$ cat src/rtl/fp32_to_fixed.sv
// fp32_to_fixed: converts an IEEE-754 single-precision operand into a signed
// fixed-point word with FRAC_BITS fractional bits. Three pipeline stages
// (unpack/classify, align, round/negate/saturate) advance on the falling edge
// of clk_n under one global enable, so a stalled consumer freezes the whole pipe.
module fp32_to_fixed #(
   parameter int OUT_W     = 32,
   parameter int FRAC_BITS = 16
) (
   input  logic             clk_n,
   input  logic             rst_n,
   input  logic             in_valid,
   output logic             in_ready,
   input  logic [31:0]      in_data,
   output logic             out_valid,
   input  logic             out_ready,
   output logic [OUT_W-1:0] out_data,
   output logic             out_sat
);

   // Alignment shift at which the magnitude reaches 2^(OUT_W-1)
   localparam logic signed [10:0] BIG_SH  = 11'(OUT_W - 24);
   localparam logic signed [10:0] ZERO_SH = 11'sd0;
   localparam logic signed [10:0] MIN_RSH = -11'sd25;
   localparam logic [31:0]        MAX_MAG = (32'd1 << (OUT_W - 1)) - 32'd1;
   localparam logic [OUT_W-1:0]   POS_SAT = {1'b0, {(OUT_W-1){1'b1}}};
   localparam logic [OUT_W-1:0]   NEG_SAT = {1'b1, {(OUT_W-1){1'b0}}};

   // Global advance enable
   logic w_en;

   // Stage 1 combinational results and registers
   logic                w_sign;
   logic [7:0]          w_exp;
   logic [22:0]         w_frac;
   logic signed [10:0]  w_shift;
   logic                w1_nan, w1_inf, w1_zero, w1_ovf, w1_negmin;

   logic                r1_valid, r1_sign, r1_nan, r1_inf, r1_zero, r1_ovf, r1_negmin;
   logic [23:0]         r1_mant;
   logic signed [10:0]  r1_shift;

   // Stage 2 combinational results and registers
   logic [5:0]          w_rsh;
   logic [48:0]         w_ext;
   logic [31:0]         w_lsh;
   logic [31:0]         w2_mag;
   logic                w2_guard, w2_sticky;

   logic                r2_valid, r2_sign, r2_nan, r2_inf, r2_zero, r2_ovf, r2_negmin;
   logic [31:0]         r2_mag;
   logic                r2_guard, r2_sticky;

   // Stage 3 combinational results and output registers
   logic                w_round_up;
   logic [31:0]         w_rnd, w_neg;
   logic [OUT_W-1:0]    w3_data;
   logic                w3_sat;

   logic                r_out_valid;
   logic [OUT_W-1:0]    r_out_data;
   logic                r_out_sat;

   assign w_en      = !r_out_valid || out_ready;
   assign in_ready  = w_en;
   assign out_valid = r_out_valid;
   assign out_data  = r_out_data;
   assign out_sat   = r_out_sat;

   // S1: split fields, classify, and flag overflow from the exponent alone
   always_comb begin
      w_sign    = in_data[31];
      w_exp     = in_data[30:23];
      w_frac    = in_data[22:0];
      w_shift   = {3'b000, w_exp} - 11'd150 + 11'(FRAC_BITS);
      w1_nan    = 1'b0;
      w1_inf    = 1'b0;
      w1_zero   = 1'b0;
      w1_ovf    = 1'b0;
      w1_negmin = 1'b0;
      case (w_exp)
         8'hFF: begin
            if (w_frac != 23'd0) begin
               w1_nan = 1'b1;
            end else begin
               w1_inf = 1'b1;
            end
         end
         8'h00: begin
            w1_zero = 1'b1;
         end
         default: begin
            // Magnitude >= 2^(OUT_W-1) is known here; only -2^(OUT_W-1) exactly fits
            if (w_shift > BIG_SH) begin
               w1_ovf = 1'b1;
            end else if (w_shift == BIG_SH) begin
               if (w_sign && (w_frac == 23'd0)) begin
                  w1_negmin = 1'b1;
               end else begin
                  w1_ovf = 1'b1;
               end
            end else begin
               w1_ovf = 1'b0;
            end
         end
      endcase
   end

   // S1 register bank: capture the classified operand when the pipe advances
   always_ff @(negedge clk_n or negedge rst_n) begin
      if (!rst_n) begin
         r1_valid  <= 1'b0;
         r1_sign   <= 1'b0;
         r1_nan    <= 1'b0;
         r1_inf    <= 1'b0;
         r1_zero   <= 1'b0;
         r1_ovf    <= 1'b0;
         r1_negmin <= 1'b0;
         r1_mant   <= 24'd0;
         r1_shift  <= 11'sd0;
      end else if (w_en) begin
         r1_valid  <= in_valid;
         r1_sign   <= w_sign;
         r1_nan    <= w1_nan;
         r1_inf    <= w1_inf;
         r1_zero   <= w1_zero;
         r1_ovf    <= w1_ovf;
         r1_negmin <= w1_negmin;
         r1_mant   <= {1'b1, w_frac};
         r1_shift  <= w_shift;
      end
   end

   // S2: align the 24-bit significand; right shifts keep guard and sticky bits
   always_comb begin
      w_rsh     = 6'd0;
      w_ext     = 49'd0;
      w_lsh     = 32'd0;
      w2_mag    = 32'd0;
      w2_guard  = 1'b0;
      w2_sticky = 1'b0;
      if (r1_ovf || r1_negmin || r1_nan || r1_inf || r1_zero) begin
         // Result is fixed by classification; never shift by a wide amount
         w2_mag = 32'd0;
      end else if (r1_shift >= ZERO_SH) begin
         // Non-overflow left shifts are at most OUT_W-25, so nothing is lost
         w_lsh  = {8'd0, r1_mant} << r1_shift[4:0];
         w2_mag = w_lsh;
      end else if (r1_shift < MIN_RSH) begin
         // Value is below a quarter LSB: cannot round up
         w2_mag = 32'd0;
      end else begin
         w_rsh     = 6'(ZERO_SH - r1_shift);
         w_ext     = {r1_mant, 25'd0} >> w_rsh;
         w2_mag    = {8'd0, w_ext[48:25]};
         w2_guard  = w_ext[24];
         w2_sticky = |w_ext[23:0];
      end
   end

   // S2 register bank: hold aligned magnitude and rounding bits
   always_ff @(negedge clk_n or negedge rst_n) begin
      if (!rst_n) begin
         r2_valid  <= 1'b0;
         r2_sign   <= 1'b0;
         r2_nan    <= 1'b0;
         r2_inf    <= 1'b0;
         r2_zero   <= 1'b0;
         r2_ovf    <= 1'b0;
         r2_negmin <= 1'b0;
         r2_mag    <= 32'd0;
         r2_guard  <= 1'b0;
         r2_sticky <= 1'b0;
      end else if (w_en) begin
         r2_valid  <= r1_valid;
         r2_sign   <= r1_sign;
         r2_nan    <= r1_nan;
         r2_inf    <= r1_inf;
         r2_zero   <= r1_zero;
         r2_ovf    <= r1_ovf;
         r2_negmin <= r1_negmin;
         r2_mag    <= w2_mag;
         r2_guard  <= w2_guard;
         r2_sticky <= w2_sticky;
      end
   end

   // S3: round half away from zero, negate, and saturate
   always_comb begin
      // Above half (guard with sticky) and exact tie (guard alone) both round up
      w_round_up = (r2_guard && r2_sticky) || (r2_guard && !r2_sticky);
      w_rnd      = r2_mag + {31'd0, w_round_up};
      w_neg      = 32'd0 - w_rnd;
      w3_data    = {OUT_W{1'b0}};
      w3_sat     = 1'b0;
      if (r2_nan) begin
         w3_data = {OUT_W{1'b0}};
         w3_sat  = 1'b1;
      end else if (r2_inf || r2_ovf) begin
         w3_data = r2_sign ? NEG_SAT : POS_SAT;
         w3_sat  = 1'b1;
      end else if (r2_negmin) begin
         w3_data = NEG_SAT;
         w3_sat  = 1'b0;
      end else if (r2_zero) begin
         w3_data = {OUT_W{1'b0}};
         w3_sat  = 1'b0;
      end else if (!r2_sign) begin
         if (w_rnd > MAX_MAG) begin
            w3_data = POS_SAT;
            w3_sat  = 1'b1;
         end else begin
            w3_data = w_rnd[OUT_W-1:0];
            w3_sat  = 1'b0;
         end
      end else begin
         if (w_rnd > (MAX_MAG + 32'd1)) begin
            w3_data = NEG_SAT;
            w3_sat  = 1'b1;
         end else begin
            w3_data = w_neg[OUT_W-1:0];
            w3_sat  = 1'b0;
         end
      end
   end

   // Output register: load a new result only from a valid S2 entry
   always_ff @(negedge clk_n or negedge rst_n) begin
      if (!rst_n) begin
         r_out_valid <= 1'b0;
         r_out_data  <= {OUT_W{1'b0}};
         r_out_sat   <= 1'b0;
      end else if (w_en) begin
         r_out_valid <= r2_valid;
         if (r2_valid) begin
            r_out_data <= w3_data;
            r_out_sat  <= w3_sat;
         end
      end
   end

endmodule

$ cat config.mk
export PLATFORM = sky130hd
export DESIGN_NAME = fp32_to_fixed
export DESIGN_NICKNAME = d
export VERILOG_FILES = /design/src/rtl/fp32_to_fixed.sv
export SDC_FILE = /design/constraint.sdc
export NUM_CORES = 1
export LEC_CHECK = 0
export CAP_MARGIN = 20
export CORE_MARGIN = 10
export CORE_UTILIZATION = 30
export CTS_BUF_LIST = sky130_fd_sc_hd__clkbuf_4
export DETAILED_ROUTE_END_ITERATION = 8
export PLACE_DENSITY = 0.57
export SYNTH_ARGS = -nofsm -noshare
export SYNTH_HDL_FRONTEND = slang
export SYNTH_SLANG_ARGS = --single-unit
$ cat constraint.sdc
create_clock -name clk_n -period 9.6 [get_ports clk_n]
set_clock_uncertainty 0.15 [all_clocks]
set_input_delay 2.88 -clock clk_n [delete_from_list [all_inputs] [get_ports clk_n]]
set_output_delay 2.88 -clock clk_n [all_outputs]
set_load 0.005 [all_outputs]
# Word-level counts from Yosys, hierarchy flattened
# Cells that the tools add are included.
# word_totals
reg_bits,116
inputBits,36
output_inout_bits,35
word_cells,91
# classes
n_addsub,5
magnitude_cmp,5
eq_ne,2
n_shift,2
n_mux,37
reduce_logical,18
# ops
cell,n
two-way mux 32 bit,10
right shift 49 x 6 -> 49 bit,1
adder 32 x 1 -> 32 bit,1
"greater-than comparator 32 x 31 -> 1 bit, second input constant",1
"greater-than comparator 32 bit, second input constant",1
left shift 24 x 5 -> 32 bit,1
"subtractor 1 x 32 -> 32 bit, first input constant",1
two-way mux 1 bit,26
two-way mux 24 bit,1
OR reduction 24 bit,1
zero test 23 bit,1
nonzero test 23 bit,1
"adder 9 x 6 -> 10 bit, second input constant",1
"equality test 10 x 5 -> 1 bit, second input constant",1
"greater-or-equal comparator 10 x 1 -> 1 bit, second input constant",1
"greater-than comparator 10 x 5 -> 1 bit, second input constant",1
"< comparator 10 x 6 -> 1 bit, second input constant",1
"subtractor 8 x 8 -> 9 bit, second input constant",1
"equality test 8 bit, second input constant",1
zero test 8 bit,1
logical OR 1 bit,7
"subtractor 1 x 6 -> 6 bit, first input constant",1
logical AND 1 bit,3
zero test 1 bit,2
2 further kinds,2

# Depth between registers and ports, before layout
# depth
depth_word,11
mapped_depth,15
depth_no_buf,12

==> impl_metrics.toml <==
[run_status]
outcome = "finished, final reports clean"

[timing]
drv_slew = 0
max_slew_margin_pct = 26.7
setup_viol_count_final = 0
worst_slew_pin_slew_ps = 1090
hold_ws_ps = 267
tns_ps = 0
finalHoldViolations = 0

[logic_synthesis]
synth_top_area_cell = "dfrtn_1"
postSynthAreaPerCell_um2 = 8.03
synth-seq-cells = 115
synth-edff-count = 0
synthTopCellsByArea = "dfrtn_1 30%, nand2_1 8.9%, o21ai_0 5.2%"
async_flop_share_pct = 100
syn_inst = 1193
synth_top_area_share_pct = 30.0
syn_nets = 1238
ys_seq_area_share_pct = 30.0
netlist_top_cells_count = "228 x nand2_1, 115 x dfrtn_1, 99 x o21ai_0"
synth.distinct_cells = 82
synth_most_common_cell = "nand2_1"
mappedNetlistArea_um2 = 9590
synthFlopType = "dfrtn_1"
ys_warn_count = 0

[place]
gp_congestion = 0.903
dp_hpwl_um = 21900
io_buffers = 70

[global_route]
antenna_found_initial = 1
grt_usage_pct = 14.4
grt_max_degree = 59
grt_pass1_vias = 8468
grt_remaining_overflow = 0
grt_pass1_wl_um = 46700

[setup_path]
crit_buf_inv = 1
startpoint_type = "input port"
worstPathArrival_ps = 4920
worstSetupPathDepth = 9
crit_chain = "clkdlybuf4s50_1, ha_1, o21ai_2, xor2_1, ha_1, nand2_1, nor4_1, o211ai_1, a22o_1"
critical_path_class = "input port to flip-flop"
crit_path_end_kind = "flip-flop"
path_delay_family = "compound AO/OA/AOI/OAI gates"
crit_path_max_incr_delay_ps = 450
reg2regPathDepth = 12
cp_max_fo = 3
regToRegSetupSlack_ps = 5280
crit_top_cell = "ha_1"
cp_slowest_cell = "clkdlybuf4s50_1"
required_ps = 4980

[power_and_ir_drop]
irDropWorstVdd_uv = 97.5
leakagePower_uw = 0.00457
powerDensity_nw_per_um2 = 293

[detailed_routing]
ant_nets = 0
via_per_inst = 5.43
drt_first_iter_violations = 723
routed_wl_um = 28800
wire_per_inst_um = 17.4
drc = 0
vias = 9010
drt_first_pass_iters = 5

[final_layout]
fillers = 3328
layout-drive-gt1-share_pct = 13.3
multi_input_area_um2 = 6270
nNetsFinal = 1292
seqCellArea_um2 = 2880
area_growth_pct = 17.3

[clocking]
cts.path.max_buffers = 2
root_buffer = "clkbuf_4"
cts_setup_buffers = 0
clk_pin_slew_worst_paths_ps = 70
cts_inserted_buffers = 17
htree_levels = 4
cts_tree = "done"
worstSkewPairLatency_ps = 470
clkSinkCount = 115
postCtsHoldBufs = 0

[floorplan]
core.rowCount = 65
start_util_pct = 30.4
design.die.area_um2 = 39500
core_region_area_um2 = 31600
ios = 71
die_w_um = 199
dieHeight_um = 199

[worst_hold_path]
hold_path_class = "flip-flop to flip-flop"
whs_path_depth = 2

[flow_run]
drv_cap = 0
## where the power goes
part | switching, uW | internal (uW)
clock network | 181 | 181
registers | 245 | 665
logic | 1130 | 896
## through the flow
| stage | std cells | utilization, % | setup slack [ps] | instance area, um^2 | total power (uW) |
|---|---|---|---|---|---|
| after floorplan | 1193 | - | 93.1 | 9590 | 2280 |
| after global placement | 1628 | 34.5 | -437 | 10900 | 2880 |
| after detailed placement | 1628 | 34.5 | -600 | 10900 | 2900 |
| after CTS | 1658 | 35.6 | 6.33 | 11200 | 3290 |
| after global routing | 1659 | 35.6 | -8.51 | 11200 | 3570 |
| final | 1659 | 35.6 | 54.2 | 11200 | 3290 |
## sequential cells by signal, summed over array words and instances, names as in the netlist, 10 cells and up
name	count
r1_shift	10
out_data	32
r2_mag	32
r1_mant	24
## path summary, 6_finish.rpt
path | from | end
min | r1_valid | r1_valid
min in group asynchronous | rst_n | r1_shift[1]
max in group asynchronous | rst_n | r1_mant[11]
max reg2reg | r1_shift[0] | r2_mag[5]
max | in_data[25] | r1_ovf
min reg2reg | r1_valid | r1_valid
## cell type report
type                    count  area share (%)
multi-input cells         963            55.7
clock buffers              20            1.33
clock inverters             8            1.01
well taps                 402            4.47
inverters                  18           0.623
diodes                      1          0.0222
flip-flops and latches    115            25.6
repair buffers            132            11.2
## metal layers
layer	global-route usage (%)	up-vias	share of wire [%]
met5	0	-	0
met4	4.24	0	2.0
met3	2.60	44	4.8
met2	21.9	259	44
met1	20.4	4226	49
li1	-	4481	-
## layout by cell type, fill, tap and decap left out, drive strengths merged, types with 19 or more instances in the layout
master and n:
a21oi 76, xnor2 43, nand4 26, nor2 75, a221o 19, nand3 38, a211oi 22, clkbuf 20
o21ai 110, mux2i 37, nor3 37, mux4 21, xor2 24, a31oi 19, clkdlybuf4s50 68, a22o 22
nor4 21, buf 61, nand2 228, dfrtn 115
## repair_timing
item / CTS / global route
cloned: 2 / 0
setup endpoints to repair: 2 / 1
pin swaps: 0 / 1
resized for setup: 6 / 5
endpoints found under the hold margin: 0 / 0
## tightest hold or removal path, stage by stage (launching register included)
cell and delay [ps]:
dfrtn_1 410, nand2_1 50, nand2_1 50
## logic make-up after synthesis
group	after synthesis	synth area share (%)
simple gates	481	24.1
compound gates	335	23.0
buf+inv	115	5.08
flops	115	30.0
mux	71	10.3
xor+xnor	67	6.28
fa+ha+maj	9	1.17
Note: power is estimated with default switching activity, not from simulation.
